## src/rtl/frame_aligner_pkg.sv

```systemverilog
// frame_aligner shared definitions: FAS bytes, hunt/lock states.
// Used by frame_aligner and its fas_detect hold/compare stage.
package frame_aligner_pkg;

  localparam logic [7:0] FAS0 = 8'hF6;
  localparam logic [7:0] FAS1 = 8'h28;
  localparam int DEF_FRAME_BYTES = 4096;

  typedef enum logic [1:0] {
    HUNT    = 2'd0,
    PRESYNC = 2'd1,
    SYNC    = 2'd2
  } state_t;

  function automatic logic [12:0] pos_next(
    input logic [12:0] p,
    input logic [12:0] last
  );
    return (p == last) ? 13'd0 : p + 13'd1;
  endfunction

endpackage

```

## src/rtl/frame_aligner_fas_detect.sv

```systemverilog
// fas_detect: hold register for the previous accepted byte plus the
// two-byte FAS compare against the byte being accepted now.
module fas_detect
  import frame_aligner_pkg::*;
(
  input  logic       clk,
  input  logic       rst_n,
  input  logic [7:0] data,
  input  logic       valid,
  output logic       match,
  output logic [7:0] prev
);

  always_ff @(posedge clk or negedge rst_n) begin
    if (!rst_n) begin
      prev <= '0;
    end else if (valid) begin
      prev <= data;
    end
  end

  assign match = valid && (prev == FAS0) && (data == FAS1);

endmodule

```

## src/rtl/frame_aligner.sv

```systemverilog
// frame_aligner: FAS hunt/confirm/hold and one-byte-delayed output.
// FRAME_ALIGNER_STATS_EN adds saturating FAS error and resync counters.
module frame_aligner
  import frame_aligner_pkg::*;
#(
  parameter int FRAME_BYTES  = DEF_FRAME_BYTES,
  parameter int SYNC_CONFIRM = 2,
  parameter int LOSS_CNT     = 3
) (
  input  logic        i_clk,
  input  logic        i_rst,
  input  logic [7:0]  i_rx_data,
  input  logic        i_rx_data_valid,
  output logic [7:0]  o_frame_data,
  output logic        o_frame_data_valid,
  output logic        o_frame_data_fas,
  output logic        o_in_sync,
  output logic        o_sync_lost
`ifdef FRAME_ALIGNER_STATS_EN
  ,
  output logic [15:0] o_fas_err_cnt,
  output logic [7:0]  o_resync_cnt
`endif
);

  localparam logic [12:0] LAST = 13'(FRAME_BYTES - 1);
  localparam logic [7:0]  CONF = 8'(SYNC_CONFIRM);
  localparam logic [7:0]  LOSS = 8'(LOSS_CNT);

  state_t      state;
  logic [12:0] pos;
  logic [7:0]  hit_cnt;
  logic [7:0]  miss_cnt;
  logic [7:0]  hit_nxt;
  logic [7:0]  miss_nxt;
  logic [7:0]  prev;
  logic        match;
  logic        check;

  fas_detect u_fas (
    .clk   (i_clk),
    .rst_n (i_rst),
    .data  (i_rx_data),
    .valid (i_rx_data_valid),
    .match (match),
    .prev  (prev)
  );

  // pos is the slot of the byte being accepted; slot 1 completes FAS.
  assign check    = i_rx_data_valid && (pos == 13'd1);
  assign hit_nxt  = hit_cnt + 8'd1;
  assign miss_nxt = miss_cnt + 8'd1;

  always_ff @(posedge i_clk or negedge i_rst) begin
    if (!i_rst) begin
      state              <= HUNT;
      pos                <= '0;
      hit_cnt            <= '0;
      miss_cnt           <= '0;
      o_frame_data       <= '0;
      o_frame_data_valid <= 1'b0;
      o_frame_data_fas   <= 1'b0;
      o_in_sync          <= 1'b0;
      o_sync_lost        <= 1'b0;
    end else begin
      o_frame_data_valid <= 1'b0;
      o_frame_data_fas   <= 1'b0;
      o_sync_lost        <= 1'b0;
      if (i_rx_data_valid) begin
        o_frame_data <= prev;
        pos          <= pos_next(pos, LAST);
        unique case (state)
          HUNT: begin
            if (match) begin
              pos      <= 13'd2;
              hit_cnt  <= 8'd1;
              miss_cnt <= '0;
              if (CONF <= 8'd1) begin
                state              <= SYNC;
                o_in_sync          <= 1'b1;
                o_frame_data_valid <= 1'b1;
                o_frame_data_fas   <= 1'b1;
              end else begin
                state <= PRESYNC;
              end
            end
          end
          PRESYNC: begin
            if (check) begin
              if (match && hit_nxt >= CONF) begin
                state              <= SYNC;
                miss_cnt           <= '0;
                o_in_sync          <= 1'b1;
                o_frame_data_valid <= 1'b1;
                o_frame_data_fas   <= 1'b1;
              end else if (match) begin
                hit_cnt <= hit_nxt;
              end else begin
                state   <= HUNT;
                hit_cnt <= '0;
              end
            end
          end
          SYNC: begin
            o_frame_data_valid <= 1'b1;
            o_frame_data_fas   <= check;
            if (check && match) begin
              miss_cnt <= '0;
            end else if (check && miss_nxt >= LOSS) begin
              state              <= HUNT;
              hit_cnt            <= '0;
              miss_cnt           <= '0;
              o_in_sync          <= 1'b0;
              o_sync_lost        <= 1'b1;
              o_frame_data_valid <= 1'b0;
              o_frame_data_fas   <= 1'b0;
            end else if (check) begin
              miss_cnt <= miss_nxt;
            end
          end
          default: state <= HUNT;
        endcase
      end
    end
  end

`ifdef FRAME_ALIGNER_STATS_EN
  logic sync_miss;
  logic hunt_entry;

  assign sync_miss  = (state == SYNC) && check && !match;
  assign hunt_entry = (state == HUNT) && match && (CONF > 8'd1);

  always_ff @(posedge i_clk or negedge i_rst) begin
    if (!i_rst) begin
      o_fas_err_cnt <= '0;
      o_resync_cnt  <= '0;
    end else begin
      if (sync_miss && o_fas_err_cnt != '1) begin
        o_fas_err_cnt <= o_fas_err_cnt + 16'd1;
      end
      if (hunt_entry && o_resync_cnt != '1) begin
        o_resync_cnt <= o_resync_cnt + 8'd1;
      end
    end
  end
`endif

endmodule

```

## config.mk

```make
export PLATFORM = sky130hd
export DESIGN_NAME = frame_aligner
export DESIGN_NICKNAME = d
export VERILOG_FILES = /design/src/rtl/frame_aligner_pkg.sv /design/src/rtl/frame_aligner_fas_detect.sv /design/src/rtl/frame_aligner.sv
export SDC_FILE = /design/constraint.sdc
export NUM_CORES = 1
export LEC_CHECK = 0
export BUFFER_PORTS_ARGS = -buffer_cell sky130_fd_sc_hd__buf_2
export CORE_AREA = 2 2 97 99
export CTS_CLUSTER_SIZE = 24
export DETAILED_ROUTE_END_ITERATION = 7
export DIE_AREA = 0 0 99 101
export PLACE_DENSITY = 0.58
export SLEW_MARGIN = 5
export SYNTH_ARGS = -nofsm -noshare
export SYNTH_HDL_FRONTEND = slang
export SYNTH_HIERARCHICAL = 1
export SYNTH_SLANG_ARGS = --single-unit
```

## constraint.sdc

```tcl
create_clock -name i_clk -period 2.31 [get_ports i_clk]
set_clock_uncertainty 0.15 [all_clocks]
set_input_delay 0.693 -clock i_clk [delete_from_list [all_inputs] [get_ports i_clk]]
set_output_delay 0.693 -clock i_clk [all_outputs]
set_load 0.01 [all_outputs]
```

==> load_flow_metrics.sql <==
INSERT INTO impl_metrics (metric_group, metric, value, unit) VALUES
('outcome', 'status', 'finished, violations left', ''),
('outcome', 'failed_checks', 'setup timing', ''),
('timing', 'final_hold_viol_count', '0', ''),
('critical_path', 'slowest_delay', '440', 'ps'),
('yosys', 'synth.yosys.seq_area_share', '0.489', ''),
('layout', 'diodes', '0', ''),
('yosys', 'synth_cell_types', '54', ''),
('timing', 'layout_setup_ws', '-37.2', 'ps'),
('critical_path', 'path_buf_inv', '2', ''),
('yosys', 'synthesis.area_per_instance', '11.3', 'sq um'),
('route', 'vias_per_cell', '4.71', ''),
('yosys', 'dominantRegCellSynth', 'dfrtp_1', ''),
('timing', 'report.final.slew_viol_count', '0', ''),
('die', 'chipHeight', '101', 'microns'),
('critical_path', 'worstRegToRegCells', '9', ''),
('critical_path', 'critical_path_class', 'reg2reg', ''),
('critical_path', 'crit-reg2reg-launch', 'miss_cnt[0]$_DFFE_PN0P_', ''),
('global_route', 'grt_pass1_wl', '8990', 'microns'),
('global_route', 'first_global_vias', '1836', ''),
('placement', 'port_buffers', '22', ''),
('die', 'core_region_area', '0.00898', 'sq mm'),
('yosys', 'synth_simple_gate_area_frac', '0.196', ''),
('yosys', 'synth.mux.area_fraction', '0.0768', ''),
('route', 'detailedRoute.firstPassIterationCount', '4', ''),
('timing', 'setup-violations-final', '9', ''),
('clock_tree', 'cts-buffers-inserted', '5', ''),
('route', 'route.detailed.drc', '0', ''),
('clock_tree', 'path_clk_slew', '100', 'ps'),
('route', 'wl_per_instance', '13.6', 'microns'),
('layout', 'finish.net_count', '309', ''),
('die', 'floorplan.initialDensity', '0.290', ''),
('placement', 'place.gp.congestion', '0.833', ''),
('yosys', 'yosysWarnings', '6', ''),
('layout', 'final-instance-count-excl-fill', '400', ''),
('clock_tree', 'cts.htree.levels', '2', ''),
('timing', 'rsz0062_at_grt', 'yes', ''),
('yosys', 'synth_cells', '230', ''),
('global_route', 'grt_usage', '0.109', ''),
('critical_path', 'reg2reg_to', 'state[1]$_DFFE_PN0P_', ''),
('route', 'detailedRoute.firstIterationViolations', '56', ''),
('die', 'dieWidth', '99', 'microns'),
('yosys', 'synth_top_family_by_area', 'simple AND/OR/NAND/NOR gates', ''),
('die', 'die_area', '0.0100', 'sq mm'),
('timing', 'whs', '194', 'ps'),
('layout', 'flow.area_growth_from_synthesis', '26.6', '%'),
('clock_tree', 'number_of_clock_sinks_seen_by_cts', '51', ''),
('placement', 'dp_hpwl', '3940', 'microns'),
('critical_path', 'crit_path_cell_trace', 'ha_2 > nor3_1 > a31oi_2 > a2111oi_4 > buf_4 > o41ai_4 > buf_4 > a21oi_1 > a21oi_1', ''),
('critical_path', 'cpLargestDelayFamily', 'compound AO/OA/AOI/OAI gates', ''),
('critical_path', 'end_kind', 'flip-flop', ''),
('global_route', 'number_of_antenna_violations_at_the_first_check_in_global_routing', '0', ''),
('global_route', 'pin_count_of_the_biggest_net_entering_global_routing', '23', ''),
('critical_path', 'worst_ep_required_time', '2360', 'ps'),
('route', 'routed_wirelength', '5440', 'microns'),
('placement', 'numPlacedInstances', '386', ''),
('clock_tree', 'root_buffer', 'clkbuf_8', ''),
('die', 'io-pin-count', '23', ''),
('critical_path', 'path_max_fanout', '5', ''),
('job', 'cap_viol_max_count', '0', ''),
('critical_path', 'critical_path.startpoint_type', 'flip-flop', ''),
('yosys', 'post_synth_instance_area', '0.00261', 'sq mm'),
('yosys', 'synth_compound_gate_area_share', '0.115', ''),
('timing', 'maxClockFrequency', '426', 'MHz'),
('die', 'rows', '35', ''),
('timing', 'relSlewSlack', '0.670', ''),
('yosys', 'yosys_register_bits', '51', ''),
('pwr', 'finalPower', '2.79', 'mW'),
('critical_path', 'timing.reg2reg.setup_slack', '-40', 'ps'),
('timing', 'period_share', '1.02', ''),
('placement', 'preCtsSetupSlack', '-395', 'ps'),
('pwr', 'power.density', '845', 'mW/mm^2');
[worst max-delay path by stage]
stage,start,endpoint,cells after the start
after CTS,i_rx_data[2],miss_cnt[4]$_DFFE_PN0P_,9
after floorplan,i_rx_data[2],miss_cnt[7]$_DFFE_PN0P_,7
after global routing,miss_cnt[0]$_DFFE_PN0P_,state[0]$_DFFE_PN0P_,8
final,miss_cnt[0]$_DFFE_PN0P_,state[1]$_DFFE_PN0P_,9
after global placement,i_rx_data[2],hit_cnt[0]$_DFFE_PN0P_,10
after detailed placement,i_rx_data[2],miss_cnt[0]$_DFFE_PN0P_,9
[area by class of cell]
| type | instances | area, sq um | share of cell area |
|---|---|---|---|
| Clock inverter | 3 | 43.8 | 0.0133 |
| Tap cell | 111 | 139 | 0.0421 |
| Sequential cell | 51 | 1280 | 0.387 |
| Timing Repair Buffer | 55 | 387 | 0.117 |
| Inverter | 11 | 41.3 | 0.0125 |
| Multi-Input combinational cell | 164 | 1350 | 0.407 |
| Clock buffer | 5 | 68.8 | 0.0208 |
[sequential cells by signal, indices dropped and copies added, names as in the netlist]
register and count:
o_frame_data_valid 1, o_frame_data 8, state 2, o_frame_data_fas 1, hit_cnt 8, u_fas/prev 8
o_in_sync 1, pos 13, o_sync_lost 1, miss_cnt 8
[cells in the final DEF, fill, tap and decap left out, types with 2 or more instances in the layout]
master / synthesis / final
o21a_1: 2 / 2
clkbuf_8: 0 / 5
nand4_1: 8 / 8
dfrtp_1: 51 / 50
mux2_2: 15 / 15
nor2_1: 20 / 20
mux2i_1: 2 / 2
a21oi_1: 4 / 4
buf_4: 0 / 31
nand3_1: 7 / 6
nor3_1: 8 / 8
a211oi_2: 1 / 2
nor2b_1: 2 / 2
and2b_2: 6 / 6
ha_1: 10 / 9
o21ai_0: 8 / 5
o21ai_1: 0 / 2
nand2_1: 9 / 9
and3_1: 3 / 3
xor2_1: 10 / 10
or2_2: 2 / 2
buf_6: 1 / 3
and2_1: 8 / 8
a211o_1: 2 / 2
inv_1: 11 / 11
a31oi_2: 0 / 2
buf_2: 0 / 20
xnor2_1: 5 / 5
[power breakdown]
| part | switching, mW | leakage, nW | internal [mW] |
|---|---|---|---|
| logic | 0.486 | 0.827 | 0.502 |
| clock network | 0.303 | 0.0581 | 0.323 |
| registers | 0.145 | 0.648 | 1.03 |
[synth_stat cells (all sizes together), types with 2 or more instances]
cell type / count / share of area
clkbuf: 3 / 0.0043
xnor2: 5 / 0.017
or2: 2 / 0.0048
and3: 4 / 0.010
a21oi: 4 / 0.0077
nand3: 7 / 0.013
nand4: 9 / 0.024
nor2b: 2 / 0.0048
mux2i: 2 / 0.0077
a211oi: 2 / 0.0077
mux2: 16 / 0.069
a31oi: 3 / 0.0072
o21ai: 8 / 0.015
ha: 10 / 0.048
and4: 2 / 0.0077
inv: 11 / 0.016
and2b: 6 / 0.020
xor2: 10 / 0.034
nand2: 9 / 0.013
nor2: 20 / 0.029
nor3: 9 / 0.019
o21a: 2 / 0.0058
and2: 9 / 0.023
dfrtp: 51 / 0.49
a211o: 3 / 0.011
[metrics by stage]
| step | TNS [ps] | utilization | area (sq um) |
|---|---|---|---|
| floorplan | -2070 | - | 2620 |
| global placement | -8010 | 0.341 | 3060 |
| detailed placement | -8130 | 0.341 | 3060 |
| CTS | -2.13 | 0.358 | 3210 |
| global route | -1040 | 0.368 | 3300 |
| finish | -141 | 0.368 | 3300 |
[metal layers]
| metal | track usage | wire (microns) | vias to the layer above |
|---|---|---|---|
| li1 | - | - | 934 |
| met4 | 0.0316 | 51 | 0 |
| met3 | 0.0208 | 160 | 5 |
| met5 | 0 | 0 | - |
| met2 | 0.177 | 2670 | 30 |
| met1 | 0.149 | 2560 | 916 |
[worst register-to-register path: stages (launching register included)]
cell       delay (ps)
dfrtp_1           440
ha_2              240
nor3_1            260
a31oi_2           100
a2111oi_4         440
buf_4             200
o41ai_4            80
buf_4             140
a21oi_1           130
a21oi_1            50
[cells by family after synthesis]
| logic type | count (synthesis) |
|---|---|
| AOI/OAI and AO/OA | 36 |
| xor gates and xnor gates | 15 |
| adders and majority gates | 10 |
| buffers and inverters | 15 |
| DFF | 51 |
| muxes | 18 |
| and+or+nand+nor | 85 |
[repair_timing]
item / 4_1_cts / 5_1_grt
gates cloned: 0 / 0
pin swaps: 2 / 2
gates resized for setup: 2 / 13
hold buffers: 0 / 0
buffers inserted: 3 / 3
setup endpoints to repair: 9 / 21
Power figures use the tool's default switching activity.
